==> src/rtl/uart_tx_buf.sv <==
// uart_tx_buf: buffered UART transmitter.
// Bytes accepted over the ready_tx/done_tx handshake are queued in a small
// FIFO and serialised LSB-first on tx as start, 8 data bits, optional parity
// and 1 or 2 stop bits. Back-to-back queued bytes go out with no idle gap.
module uart_tx_buf #(
    parameter int CLK_FREQ   = 6_914_890,
    parameter int BAUDRATE   = 38400,
    parameter int FIFO_DEPTH = 4,
    parameter int PARITY     = 0,   // 0 none, 1 odd, 2 even
    parameter int STOP_BITS  = 1
) (
    input  logic       clk,
    input  logic       rst,
    input  logic [7:0] data_tx,
    input  logic       ready_tx,
    output logic       done_tx,
    output logic       tx,
    output logic       busy,
    output logic       fifo_full
);

    // Baud timing: every bit state lasts DIV cycles, STOP lasts STOP_BITS*DIV.
    localparam int DIV      = (CLK_FREQ + BAUDRATE / 2) / BAUDRATE;
    localparam int STOP_LEN = STOP_BITS * DIV;
    localparam int CNT_W    = (STOP_LEN > 1) ? $clog2(STOP_LEN) : 1;
    localparam int AW       = $clog2(FIFO_DEPTH);

    localparam logic [CNT_W-1:0] BIT_LAST  = CNT_W'(DIV - 1);
    localparam logic [CNT_W-1:0] STOP_LAST = CNT_W'(STOP_LEN - 1);

    typedef enum logic [2:0] {
        S_IDLE,
        S_START,
        S_DATA,
        S_PARITY,
        S_STOP
    } state_t;

    state_t           state;
    logic [7:0]       mem [FIFO_DEPTH];
    logic [AW:0]      wptr;
    logic [AW:0]      rptr;
    logic [AW:0]      wptr_nxt;
    logic [AW:0]      rptr_nxt;
    logic [7:0]       head;
    logic [7:0]       shift;
    logic [2:0]       bit_idx;
    logic [CNT_W-1:0] cnt;
    logic             par_bit;
    logic             empty;
    logic             push;
    logic             pop;

    // Handshake, pop decision and next FIFO pointers.
    always_comb begin
        empty    = (wptr == rptr);
        // done_tx=1 masks a second accept of the byte the producer is still holding.
        push     = ready_tx && !fifo_full && !done_tx;
        pop      = !empty && ((state == S_IDLE) ||
                              ((state == S_STOP) && (cnt == STOP_LAST)));
        wptr_nxt = wptr + {{AW{1'b0}}, push};
        rptr_nxt = rptr + {{AW{1'b0}}, pop};
        head     = mem[rptr[AW-1:0]];
    end

    assign busy = (state != S_IDLE) || !empty;

    // FIFO storage write port.
    // NOTE: the byte array carries no reset; flushing is done by clearing the pointers.
    always_ff @(posedge clk) begin
        if (push) begin
            mem[wptr[AW-1:0]] <= data_tx;
        end
    end

    // FIFO pointers, registered full flag and the done_tx pulse.
    always_ff @(posedge clk) begin
        if (rst) begin
            wptr      <= '0;
            rptr      <= '0;
            fifo_full <= 1'b0;
            done_tx   <= 1'b0;
        end else begin
            wptr      <= wptr_nxt;
            rptr      <= rptr_nxt;
            // NOTE: full is registered from the next pointers, so a pop this cycle
            // frees a slot only from the following cycle on.
            fifo_full <= (wptr_nxt[AW] != rptr_nxt[AW]) &&
                         (wptr_nxt[AW-1:0] == rptr_nxt[AW-1:0]);
            done_tx   <= push;
        end
    end

    // Frame sequencer with registered serial output.
    always_ff @(posedge clk) begin
        if (rst) begin
            state   <= S_IDLE;
            tx      <= 1'b1;
            cnt     <= '0;
            bit_idx <= '0;
            shift   <= '0;
            par_bit <= 1'b0;
        end else begin
            case (state)
                S_IDLE: begin
                    tx <= 1'b1;
                    if (pop) begin
                        shift   <= head;
                        par_bit <= (PARITY == 2) ? ^head : ~^head;
                        tx      <= 1'b0;
                        cnt     <= '0;
                        state   <= S_START;
                    end
                end
                S_START: begin
                    if (cnt == BIT_LAST) begin
                        cnt     <= '0;
                        bit_idx <= '0;
                        tx      <= shift[0];
                        state   <= S_DATA;
                    end else begin
                        cnt <= cnt + CNT_W'(1);
                    end
                end
                S_DATA: begin
                    if (cnt == BIT_LAST) begin
                        cnt <= '0;
                        if (bit_idx == 3'd7) begin
                            if (PARITY != 0) begin
                                tx    <= par_bit;
                                state <= S_PARITY;
                            end else begin
                                tx    <= 1'b1;
                                state <= S_STOP;
                            end
                        end else begin
                            bit_idx <= bit_idx + 3'd1;
                            tx      <= shift[1];
                            shift   <= {1'b0, shift[7:1]};
                        end
                    end else begin
                        cnt <= cnt + CNT_W'(1);
                    end
                end
                S_PARITY: begin
                    if (cnt == BIT_LAST) begin
                        cnt   <= '0;
                        tx    <= 1'b1;
                        state <= S_STOP;
                    end else begin
                        cnt <= cnt + CNT_W'(1);
                    end
                end
                S_STOP: begin
                    if (cnt == STOP_LAST) begin
                        cnt <= '0;
                        if (pop) begin
                            shift   <= head;
                            par_bit <= (PARITY == 2) ? ^head : ~^head;
                            tx      <= 1'b0;
                            state   <= S_START;
                        end else begin
                            state <= S_IDLE;
                        end
                    end else begin
                        cnt <= cnt + CNT_W'(1);
                    end
                end
                default: begin
                    tx    <= 1'b1;
                    cnt   <= '0;
                    state <= S_IDLE;
                end
            endcase
        end
    end

endmodule

==> config.mk <==
export PLATFORM = sky130hd
export DESIGN_NAME = uart_tx_buf
export DESIGN_NICKNAME = d
export VERILOG_FILES = /design/src/rtl/uart_tx_buf.sv
export SDC_FILE = /design/constraint.sdc
export NUM_CORES = 1
export LEC_CHECK = 0
export CORE_ASPECT_RATIO = 1.25
export CORE_MARGIN = 4
export CORE_UTILIZATION = 59
export CTS_CLUSTER_DIAMETER = 60
export DETAILED_ROUTE_END_ITERATION = 8
export HOLD_SLACK_MARGIN = 0.08
export PLACE_DENSITY = 0.87
export SLEW_MARGIN = 20
export SYNTH_ARGS = -nofsm -noshare
export SYNTH_HDL_FRONTEND = slang
export SYNTH_SLANG_ARGS = --single-unit
==> constraint.sdc <==
create_clock -name clk -period 3.5 [get_ports clk]
set_clock_uncertainty 0.1 [all_clocks]
set_input_delay 0.525 -clock clk [delete_from_list [all_inputs] [get_ports clk]]
set_output_delay 0.525 -clock clk [all_outputs]
set_load 0.03 [all_outputs]
* After elaboration in Yosys (flattened, before gate mapping)
Memory sizes are Yosys's and may differ from the RTL's. A register that Yosys moved wholly into a read port is not among the register bits.
Index checks and enable logic that the tools add are counted.
** Storage, ports and cells
- Flip-flop bits (word level) :: 31
- Bits in writable memories :: 32
- Bits of input ports :: 11
- Output and inout port bits :: 4
- Memories :: 1
** Memory list
- mem :: depth 4, bits a word 8, rd ports 1, clocked after Yosys merged registers in 1, write ports 1, RTL line 40 : logic [7:0] mem [FIFO_DEPTH];
** Cells by class
- Add/sub/neg operators :: 4
- Equality and inequality tests :: 17
- Muxes and demuxes :: 31
- Reductions and logical operators :: 19
** Operators by type and width (count)
- 2-to-1 mux 8 bit :: 6
- 2-to-1 mux 3 bit :: 9
- case mux 8 bit (3 select lines) :: 1
- case mux 8 bit (2 select lines) :: 1
- case mux 3 bit (5 select lines) :: 1
- inequality test 2 bit (second input constant) :: 7
- 2-to-1 mux 1 bit :: 10
- adder 8 x 1 -> 8 bit (second input constant) :: 1
- equality test 8 bit (second input constant) :: 1
- AND reduction 4 bit :: 2
- adder 3 x 1 -> 3 bit :: 2
- equality test 3 x 2 -> 1 bit (second input constant) :: 2
- equality test 3 bit (second input constant) :: 2
- case mux 3 bit (2 select lines) :: 1
- AND reduction 6 bit :: 1
- nonzero test 3 bit :: 2
- logical AND 1 bit :: 5
- case mux 1 bit (5 select lines) :: 1
- AND reduction 5 bit :: 1
- OR reduction 4 bit :: 1
- adder 3 x 1 -> 3 bit (second input constant) :: 1
- equality test 3 x 1 -> 1 bit (second input constant) :: 1
- equality test 3 bit :: 1
- zero test 1 bit :: 3
- 7 further kinds :: 8

* Depth between registers and ports, before layout
Gate-level depths: netlist of the first run.
- Depth after elaboration :: 7
- Depth in mapped cells :: 10
- Depth with buffers taken out :: 9

* Worst setup path before layout of the first run
No wires, ideal clock.
- Path kind :: reg-to-reg
- From :: reg cnt[0]
- To :: reg fifo_full
- Setup time :: 0.092 ns
- Arrival time :: 2.344 ns
- Required time :: 3.308 ns
- Slack :: 0.965 ns
- Stages on the path, launching flop included :: 10
- Path buffers :: 1
- Clock period less this slack :: 2.535 ns
- Cell sequence :: dfxtp_1 -> ha_1 -> nand4_2 -> or4_1 -> buf_6 -> a211oi_1 -> ha_1 -> ha_1 -> xor2_1 -> nor4_1
** On the way
- Cells in the longest elaborated chain, start to end :: 7
- Elaborated cells on any way between the ends :: 8
- Classes of those cells :: add/sub: 1; eq/ne: 3; reduce/logical: 4
** RTL lines
- from (decl) :: RTL line 48 : logic [CNT_W-1:0] cnt;
- from (signal assigned) :: RTL line 122 : cnt <= cnt + CNT_W'(1);
- from (signal assigned) :: RTL line 142 : cnt <= cnt + CNT_W'(1);
- from (signal assigned) :: RTL line 151 : cnt <= cnt + CNT_W'(1);
- equality test 8 bit :: RTL line 60 : ((state == S_STOP) && (cnt == STOP_LAST)));
- logical AND 1 bit :: RTL line 60
- logical OR 1 bit :: RTL line 59 : pop = !empty && ((state == S_IDLE) ||
- logical AND 1 bit :: RTL line 59
- adder 3 x 1 -> 3 bit :: RTL line 62 : rptr_nxt = rptr + {{AW{1'b0}}, pop};
- net rptr_nxt[1] :: RTL line 44 : logic [AW:0] rptr_nxt;
- equality test 2 bit :: RTL line 89 : (wptr_nxt[AW-1:0] == rptr_nxt[AW-1:0]);
- logical AND 1 bit :: RTL line 88 : fifo_full <= (wptr_nxt[AW] != rptr_nxt[AW]) &&
- to (signal assigned) :: RTL line 88
- to (decl) :: RTL line 19 : output logic fifo_full
The timed path passes the listed nets, and every way through them passes these cells.
A chain may end at the register's enable or synchronous reset.

* Worst setup path in the final report of the first run
- From :: reg rptr[0]
- To :: out busy
** On the way
- Cells in the longest elaborated chain, start to end :: 3
** RTL lines
- from (decl) :: RTL line 42 : logic [AW:0] rptr;
- from (signal assigned) :: RTL line 85 : rptr <= rptr_nxt;
- equality test 3 bit :: RTL line 56 : empty = (wptr == rptr);
- zero test 1 bit :: RTL line 66 : assign busy = (state != S_IDLE) || !empty;
- logical OR 1 bit :: RTL line 66
- to (decl) :: RTL line 18 : output logic busy,
Every way passes these cells.

==> results.ini, run 1 <==
[synthesis]
yosysSeqAreaShare_pct = 57.0
synthDistinctLibCells = 41
netlist_area_mm2 = 0.00278
netlist_instances = 222
ys_async_sr_fraction_pct = 0
synthFlopType = edfxtp_1
ys_warn_count = 0
synth_top_area_share_pct = 34.6
ys_seq_elements = 63
syn_area_per_cell_um2 = 12.5
synth.area.top_cells = edfxtp_1, dfxtp_1, mux4_2, ha_1, nor2_1
synth_nets = 240
yosysMostFrequentCell = edfxtp_1
yosysTopAreaCell = edfxtp_1
synth_commonest_cells = edfxtp_1, dfxtp_1, nor2_1
synth_edf_count = 32

[placement]
gp_congestion = 0.806
io_buffers = 14
hpwl_um = 3150

[clock_network]
htree_levels = 3
post_cts_resized = 0
worstSkewPairLatency_ps = 340
cts_tree = yes
post_cts_buffers = 0
cts_buffers = 9
cts_sinks = 63
path_clk_slew_ps = 70
clockBufferDepth = 2
postCtsHoldBufs = 0
cts_root_buffer = clkbuf_8

[floorplan]
die_w_um = 69.3
dieArea_mm2 = 0.00587
rows = 27
coreArea_mm2 = 0.00449
start_util_pct = 61.8
io_pins = 15
dieHeight_um = 84.7

[cells_and_area]
diodes = 0
fillerInstances = 297
final_nets = 259
area_growth_pct = 12.9
drive_gt1_share_pct = 15.4
final_util_pct = 69.8

[detailed_routing]
via_count = 1763
dr.first_iter.drc_count = 154
drt_first_pass_iters = 4
antenna_left = 0
drc = 0
post_drt_wl_per_cell_um = 16.2
vias_per_cell = 5.80
wirelength_um = 4930

[timing]
tightestPinTransition_ps = 763
slew_headroom_pct = 49.0
setup_violations = 0
hold_viol = 0
fmax_mhz = 338
rsz0062_at_grt = false
finalCritPeriodShare_pct = 84.5
maxSlewViolCount = 0
period_needed_ps = 2960
fin_setup_tns_ps = 0

[global_routing]
grt_pass1_vias = 1677
grt_max_degree = 18
grt-ovfl-total = 0
grtUsageTotal_pct = 18.8
grt_pass1_wl_um = 8360
antenna_found_initial = 0

[worst_setup_path]
path_class = flip-flop to primary output
reg2regPathDepth = 8
cp-end-kind = primary output
cp_max_fo = 10
rr_startpoint = cnt[0]$_SDFFE_PP0N_
ff2ff_setup_slack_ps = 560
cp_data_required_time_ps = 2870
cp.arrival_ps = 2330
r2r_end = fifo_full$_SDFF_PP0_
crit_path_start_kind = flip-flop

[power_and_ir_drop]
total_leakage_power_uw = 0.00109
power_density_mw_per_mm2 = 721
max-vdd-ir-drop_mv = 0.480
total_power_uw = 2260

[run_status]
outcome = complete, no violations

[run]
maxCapViolCount = 0

[hold_path]
worstHoldEndpoint = bit_idx[1]$_SDFFE_PP0P_
whs_path_depth = 2
min_path_type = flip-flop to flip-flop
min-delay-start = bit_idx[1]$_SDFFE_PP0P_

-- flip-flops by register name (all words and copies together) (netlist names) --
signal / flops
wptr: 3
cnt: 8
state: 3
fifo_full: 1
rptr: 3
mem: 32
shift: 8
done_tx: 1
tx: 1
bit_idx: 3
-- cell usage in the layout (no fill, tap or decap), drive strengths merged, types with 4 or more instances in the layout --
master         Yosys  layout
dfxtp             31      31
clkinv             0       4
edfxtp            32      32
buf                5       6
clkdlybuf4s50      0      14
o21ai              6       6
clkbuf             7      10
nor2b              5       5
nand3              6       6
nand2b             5       5
mux2i              8       8
nand3b             4       4
a21oi             14      14
ha                 7       7
nand2              6       6
a211oi            10      10
mux4               8       8
nor3              10      10
xnor2              4       4
xor2               6       6
nor2              23      23
-- stage by stage --
stage               area [µm²]  hold slack [ps]  setup slack (ps)  cells
global route              3130              413               380    304
floorplan                 2780              346               965    222
global placement          2970              358               795    288
finish                    3130              380               542    304
CTS                       3130              383               520    304
detailed placement        2970              371               583    288
-- power by group --
part / internal [µW] / switching, µW
registers: 872 / 74.9
logic: 357 / 428
clock network: 254 / 275
-- critical path, cell delays in order, from the launching register on --
cell and delay, ps:
dfxtp_1 300, buf_4 190, xor2_1 200, nor3_1 270, and2_1 340, inv_1 100, clkdlybuf4s50_1 600
-- layout make-up --
cell class	instances	area [µm²]	area share [%]
Timing Repair Buffer	20	185	5.91
Inverter	3	11.3	0.359
Sequential cell	63	1580	50.5
Tap cell	58	72.6	2.32
Multi-Input combinational cell	144	1120	35.6
Clock buffer	10	128	4.07
Clock inverter	6	38.8	1.24
-- metal layers --
metal / routed length [µm] / global-route usage (%)
met1: 2070 / 23.1
met2: 2500 / 29.9
met5: 0 / 0
met4: 86 / 8.17
met3: 268 / 6.59
-- logic make-up (layout without fill, tap and decap cells) --
| kind of cell | count (synthesis) | in the layout | share of synthesized area [%] |
|---|---|---|---|
| compound gates | 40 | 40 | 10.4 |
| xor+xnor | 10 | 10 | 3.16 |
| fa+ha+maj | 7 | 7 | 3.16 |
| buf+inv | 15 | 39 | 2.75 |
| flops | 63 | 63 | 57.0 |
| mux | 17 | 17 | 9.78 |
| simple gates | 70 | 70 | 13.8 |
-- worst max-delay path by stage --
stage                   startpoint                   end
5_1_grt         rptr[0]$_SDFF_PP0_                  busy
2_1_floorplan  cnt[0]$_SDFFE_PP0N_  fifo_full$_SDFF_PP0_
3_3_place_gp   cnt[0]$_SDFFE_PP0N_  fifo_full$_SDFF_PP0_
6_report        rptr[0]$_SDFF_PP0_                  busy
4_1_cts         rptr[0]$_SDFF_PP0_                  busy
3_5_place_dp   cnt[0]$_SDFFE_PP0N_  fifo_full$_SDFF_PP0_
(Power assumes the default switching activity.)
==> inputs of run 2 (changes only) <==
--- a/config.mk
+++ b/config.mk
@@ -7,11 +7,11 @@
 export LEC_CHECK = 0
 export CORE_ASPECT_RATIO = 1.25
 export CORE_MARGIN = 4
-export CORE_UTILIZATION = 59
+export CORE_UTILIZATION = 53
 export CTS_CLUSTER_DIAMETER = 60
 export DETAILED_ROUTE_END_ITERATION = 8
 export HOLD_SLACK_MARGIN = 0.08
-export PLACE_DENSITY = 0.87
+export PLACE_DENSITY = 0.83
 export SLEW_MARGIN = 20
 export SYNTH_ARGS = -nofsm -noshare
 export SYNTH_HDL_FRONTEND = slang
==> constraint.sdc (replaced) <==
create_clock -name clk -period 2.6 [get_ports clk]
set_clock_uncertainty 0.1 [all_clocks]
set_input_delay 0.39 -clock clk [delete_from_list [all_inputs] [get_ports clk]]
set_output_delay 0.39 -clock clk [all_outputs]
set_load 0.03 [all_outputs]
==> results.ini, run 2 (synthesis results as in run 1) <==
[worst_setup_path]
path_class = flip-flop to flip-flop
crit_chain = ha_1 -> nand4_2 -> or4_1 -> a211oi_2 -> ha_1 -> ha_1 -> xor2_1 -> nor4_1
cp_top_family = simple AND/OR/NAND/NOR gates
cp.arrival_ps = 2530
max_stage_delay_ps = 460
cp_data_required_time_ps = 2740
crit_buf_inv = 0
crit_path_start_kind = flip-flop
cpMaxStageDelayCell = or4_1
cp_common_cell = ha_1
cp-end-kind = flip-flop
cp_max_fo = 3
ff2ff_setup_slack_ps = 210

[placement]
dp_cells = 303
gp_congestion = 0.885
hpwl_um = 3620
io_buffers = 14

[cells_and_area]
area_growth_pct = 19.5
drive_gt1_share_pct = 21.0
final_cell_mix = edfxtp_1, dfxtp_1, nor2_1
final_nets = 270
fin_cells = 319
seqCellArea_mm2 = 0.00158
diodes = 0
multiInputGateArea_mm2 = 0.00113
mostFrequentLayoutCell = edfxtp_1
largest_register_ffs = 32
fillerInstances = 369

[power_and_ir_drop]
total_leakage_power_uw = 0.00119
max-vdd-ir-drop_mv = 0.891
power_density_mw_per_mm2 = 1040

[detailed_routing]
vias_per_cell = 5.85
drc = 0
via_count = 1866
post_drt_wl_per_cell_um = 15.9
wirelength_um = 5060
antenna_left = 0
drt_first_pass_iters = 6
dr.first_iter.drc_count = 148

[hold_path]
min_path_type = flip-flop to flip-flop

[global_routing]
grt-ovfl-total = 0
antenna_found_initial = 0
grt_max_degree = 16
grt_pass1_wl_um = 8950
grtUsageTotal_pct = 18.3
grt_pass1_vias = 1894

[run]
maxCapViolCount = 0

[clock_network]
post_cts_buffers = 0
cts_sinks = 63
clockBufferDepth = 2
worstSkewPairLatency_ps = 330
cts_buffers = 9
cts_root_buffer = clkbuf_8
cts_tree = yes
htree_levels = 3
post_cts_resized = 0
path_clk_slew_ps = 70
postCtsHoldBufs = 0

[run_status]
outcome = complete, no violations

[timing]
setup_violations = 0
rsz0062_at_grt = true
fmax_mhz = 418
maxSlewViolCount = 0
hold_viol = 0
period_needed_ps = 2390
finalCritPeriodShare_pct = 92.0
tightestPinTransition_ps = 554
slew_headroom_pct = 62.8
fin_setup_tns_ps = 0

[floorplan]
dieArea_mm2 = 0.00646
die_w_um = 72.7
dieHeight_um = 88.9
coreArea_mm2 = 0.00508
io_pins = 15
start_util_pct = 54.6
rows = 29

-- run 2: report_power, final --
part	total [µW]	switching [µW]	internal, µW
Combinational	1140	596	549
Sequential	1280	106	1180
Clock	1020	382	638
-- run 2: worst min-delay path, stage by stage, from the launching register on --
cell      delay (ps)
dfxtp_1          310
nand2b_1          60
a21oi_1           60
-- run 2: final timing paths --
kind	from	endpoint	cells after the start
worst max-delay path	cnt[1]$_SDFFE_PP0N_	fifo_full$_SDFF_PP0_	8
worst min-delay path	shift[7]$_SDFFE_PP0P_	shift[7]$_SDFFE_PP0P_	2
worst max register to register	cnt[1]$_SDFFE_PP0N_	fifo_full$_SDFF_PP0_	8
worst min register to register	shift[7]$_SDFFE_PP0P_	shift[7]$_SDFFE_PP0P_	2
-- run 2: final cells by class --
class	count	share of cell area (%)
Clock buffer	9	3.73
Clock inverter	7	3.58
Inverter	3	0.339
Multi-Input combinational cell	144	34.1
Sequential cell	63	47.7
Tap cell	62	2.34
Timing Repair Buffer	31	8.15
-- run 2: layer usage --
| layer | GRT usage, % | wire length [µm] | vias up |
|---|---|---|---|
| met1 | 21.1 | 2080 | 918 |
| met5 | 0 | 0 | - |
| met4 | 7.05 | 70 | 0 |
| met3 | 4.72 | 164 | 8 |
| met2 | 32.4 | 2750 | 39 |
| li1 | - | - | 901 |
-- run 2: through the flow --
step	area [µm²]	hold WS [ps]	utilization (%)	power, µW	worst slack [ps]
floorplan	2780	346	-	2130	64.6
global placement	3060	358	60.1	2400	159
detailed placement	3060	364	60.1	2430	115
CTS	3300	374	64.9	3460	16.4
global route	3320	404	65.3	3650	9.93
finish	3320	371	65.3	3450	209
==> inputs of run 3 (changes only) <==
--- a/config.mk
+++ b/config.mk
@@ -7,11 +7,12 @@
 export LEC_CHECK = 0
 export CORE_ASPECT_RATIO = 1.25
 export CORE_MARGIN = 4
-export CORE_UTILIZATION = 53
+export CORE_UTILIZATION = 56
 export CTS_CLUSTER_DIAMETER = 60
 export DETAILED_ROUTE_END_ITERATION = 8
-export HOLD_SLACK_MARGIN = 0.08
-export PLACE_DENSITY = 0.83
+export DONT_BUFFER_PORTS = 1
+export GPL_TIMING_DRIVEN = 1
+export PLACE_DENSITY = 0.82
 export SLEW_MARGIN = 20
 export SYNTH_ARGS = -nofsm -noshare
 export SYNTH_HDL_FRONTEND = slang
==> results.ini, run 3 (synthesis results as in run 1) <==
[run_status]
outcome = complete, no violations

[global_routing]
met1_usage_pct = 21.7
grtUsageTotal_pct = 19.0
grt-ovfl-total = 0
antenna_found_initial = 0
use_met3_pct = 5.57
top_usage_layer = met2
grt_pass1_vias = 1825
grt_max_degree = 28
grt_pass1_wl_um = 8790
grt_use_met2_pct = 32.6

[timing]
fmax_mhz = 406
finalCritPeriodShare_pct = 94.7
fin_setup_tns_ps = 0
hold_viol = 0
tightestPinTransition_ps = 531
period_needed_ps = 2460
maxSlewViolCount = 0
setup_violations = 0
slew_headroom_pct = 64.4

[worst_setup_path]
cp_max_fo = 3
cpMaxStageDelayCell = or4_1
cp-end-kind = flip-flop
cp_common_cell = ha_1
cp_top_family = simple AND/OR/NAND/NOR gates
crit_path_start_kind = flip-flop
crit_buf_inv = 0
cp_data_required_time_ps = 2730
max_stage_delay_ps = 470
path_class = flip-flop to flip-flop
cp.arrival_ps = 2600
crit_chain = ha_1 -> nand4_2 -> or4_1 -> a211oi_2 -> ha_1 -> ha_1 -> xor2_1 -> nor4_1

[placement]
io_buffers = 0
hpwl_um = 3380
gp_congestion = 0.864
dp_cells = 287

[detailed_routing]
drc = 0
drt_first_pass_iters = 4
via_count = 1810
vias_per_cell = 5.88
antenna_left = 0
wirelength_um = 5310
post_drt_wl_per_cell_um = 17.2
dr.first_iter.drc_count = 156

[cells_and_area]
mostFrequentLayoutCell = edfxtp_1
seqCellArea_mm2 = 0.00158
final_nets = 261
fillerInstances = 367
area_growth_pct = 14.2
drive_gt1_share_pct = 21.0
fin_cells = 308
final_cell_mix = edfxtp_1, dfxtp_1, nor2_1
multiInputGateArea_mm2 = 0.00113
largest_register_ffs = 32
diodes = 0

[floorplan]
rows = 28
coreArea_mm2 = 0.00476
die_w_um = 71.0
io_pins = 15
dieArea_mm2 = 0.00615
start_util_pct = 58.2
dieHeight_um = 86.7

[clock_network]
htree_levels = 3
cts_sinks = 63
cts_tree = yes
cts_buffers = 9
path_clk_slew_ps = 70
cts_root_buffer = clkbuf_8
clockBufferDepth = 2
post_cts_buffers = 0
worstSkewPairLatency_ps = 330

[hold_path]
min_path_type = input pin to flip-flop

[power_and_ir_drop]
power_density_mw_per_mm2 = 1010
max-vdd-ir-drop_mv = 0.768
total_leakage_power_uw = 0.00114

[run]
maxCapViolCount = 0

==> run 3: cell types whose count changed in the layout (fill, tap and decap cells not counted), sizes merged <==
cell	previous run	this run
bufinv	3	1
clkdlybuf4s50	13	0
clkinv	1	5
clkinvlp	2	1
dlygate4sd3	0	5
dlymetal6s2s	1	0
inv	4	3
==> run 3: power breakdown <==
part / internal, µW / leakage, µW / total, µW / switching (µW)
sequential: 1170 / 0.000545 / 1270 / 100
combinational: 496 / 0.000492 / 1100 / 602
clock: 443 / 0.0000992 / 827 / 383
==> run 3: timing repair <==
action | CTS | global route
hold endpoints to repair | 6 | 7
setup endpoints to repair | 0 | 1
resized for setup | 0 | 2
hold buffers | 2 | 3
==> run 3: area by class of cell <==
type	instances	area share (%)
clock buffer	9	3.91
clock inverter	7	2.33
multi-input combinational	144	35.6
inverter	3	0.355
tap	60	2.37
timing repair buffer	22	5.60
sequential	63	49.9
==> run 3: final timing paths <==
kind              cells past startpoint                       to                    start  slack [ps]
setup / recovery                      8     fifo_full$_SDFF_PP0_      cnt[1]$_SDFFE_PP0N_         140
hold / removal                        1      cnt[7]$_SDFFE_PP0N_                      rst          30
setup reg to reg                      8     fifo_full$_SDFF_PP0_      cnt[1]$_SDFFE_PP0N_         140
hold reg to reg                       2  bit_idx[1]$_SDFFE_PP0P_  bit_idx[1]$_SDFFE_PP0P_         370
==> run 3: routing by layer <==
layer  routed length (µm)  vias up  share of wire (%)
li1                     -      874                  -
met1                 2130      892                 40
met2                 2930       34                 55
met3                  145       10                2.7
met4                  100        0                1.9
met5                    0        -                  0
==> run 3: through the flow <==
| stage | utilization [%] | power, µW | setup slack [ps] | instance area [µm²] | hold slack [ps] |
|---|---|---|---|---|---|
| finish | 66.5 | 3200 | 138 | 3170 | 26.8 |
| global route | 66.5 | 3380 | -22.1 | 3170 | -0.432 |
| CTS | 65.7 | 3190 | 47.0 | 3130 | 0.486 |
| detailed placement | 61.1 | 2350 | 84.5 | 2910 | 364 |
| global placement | 61.1 | 2320 | 164 | 2910 | 350 |
| floorplan | - | 2130 | 64.6 | 2780 | 346 |
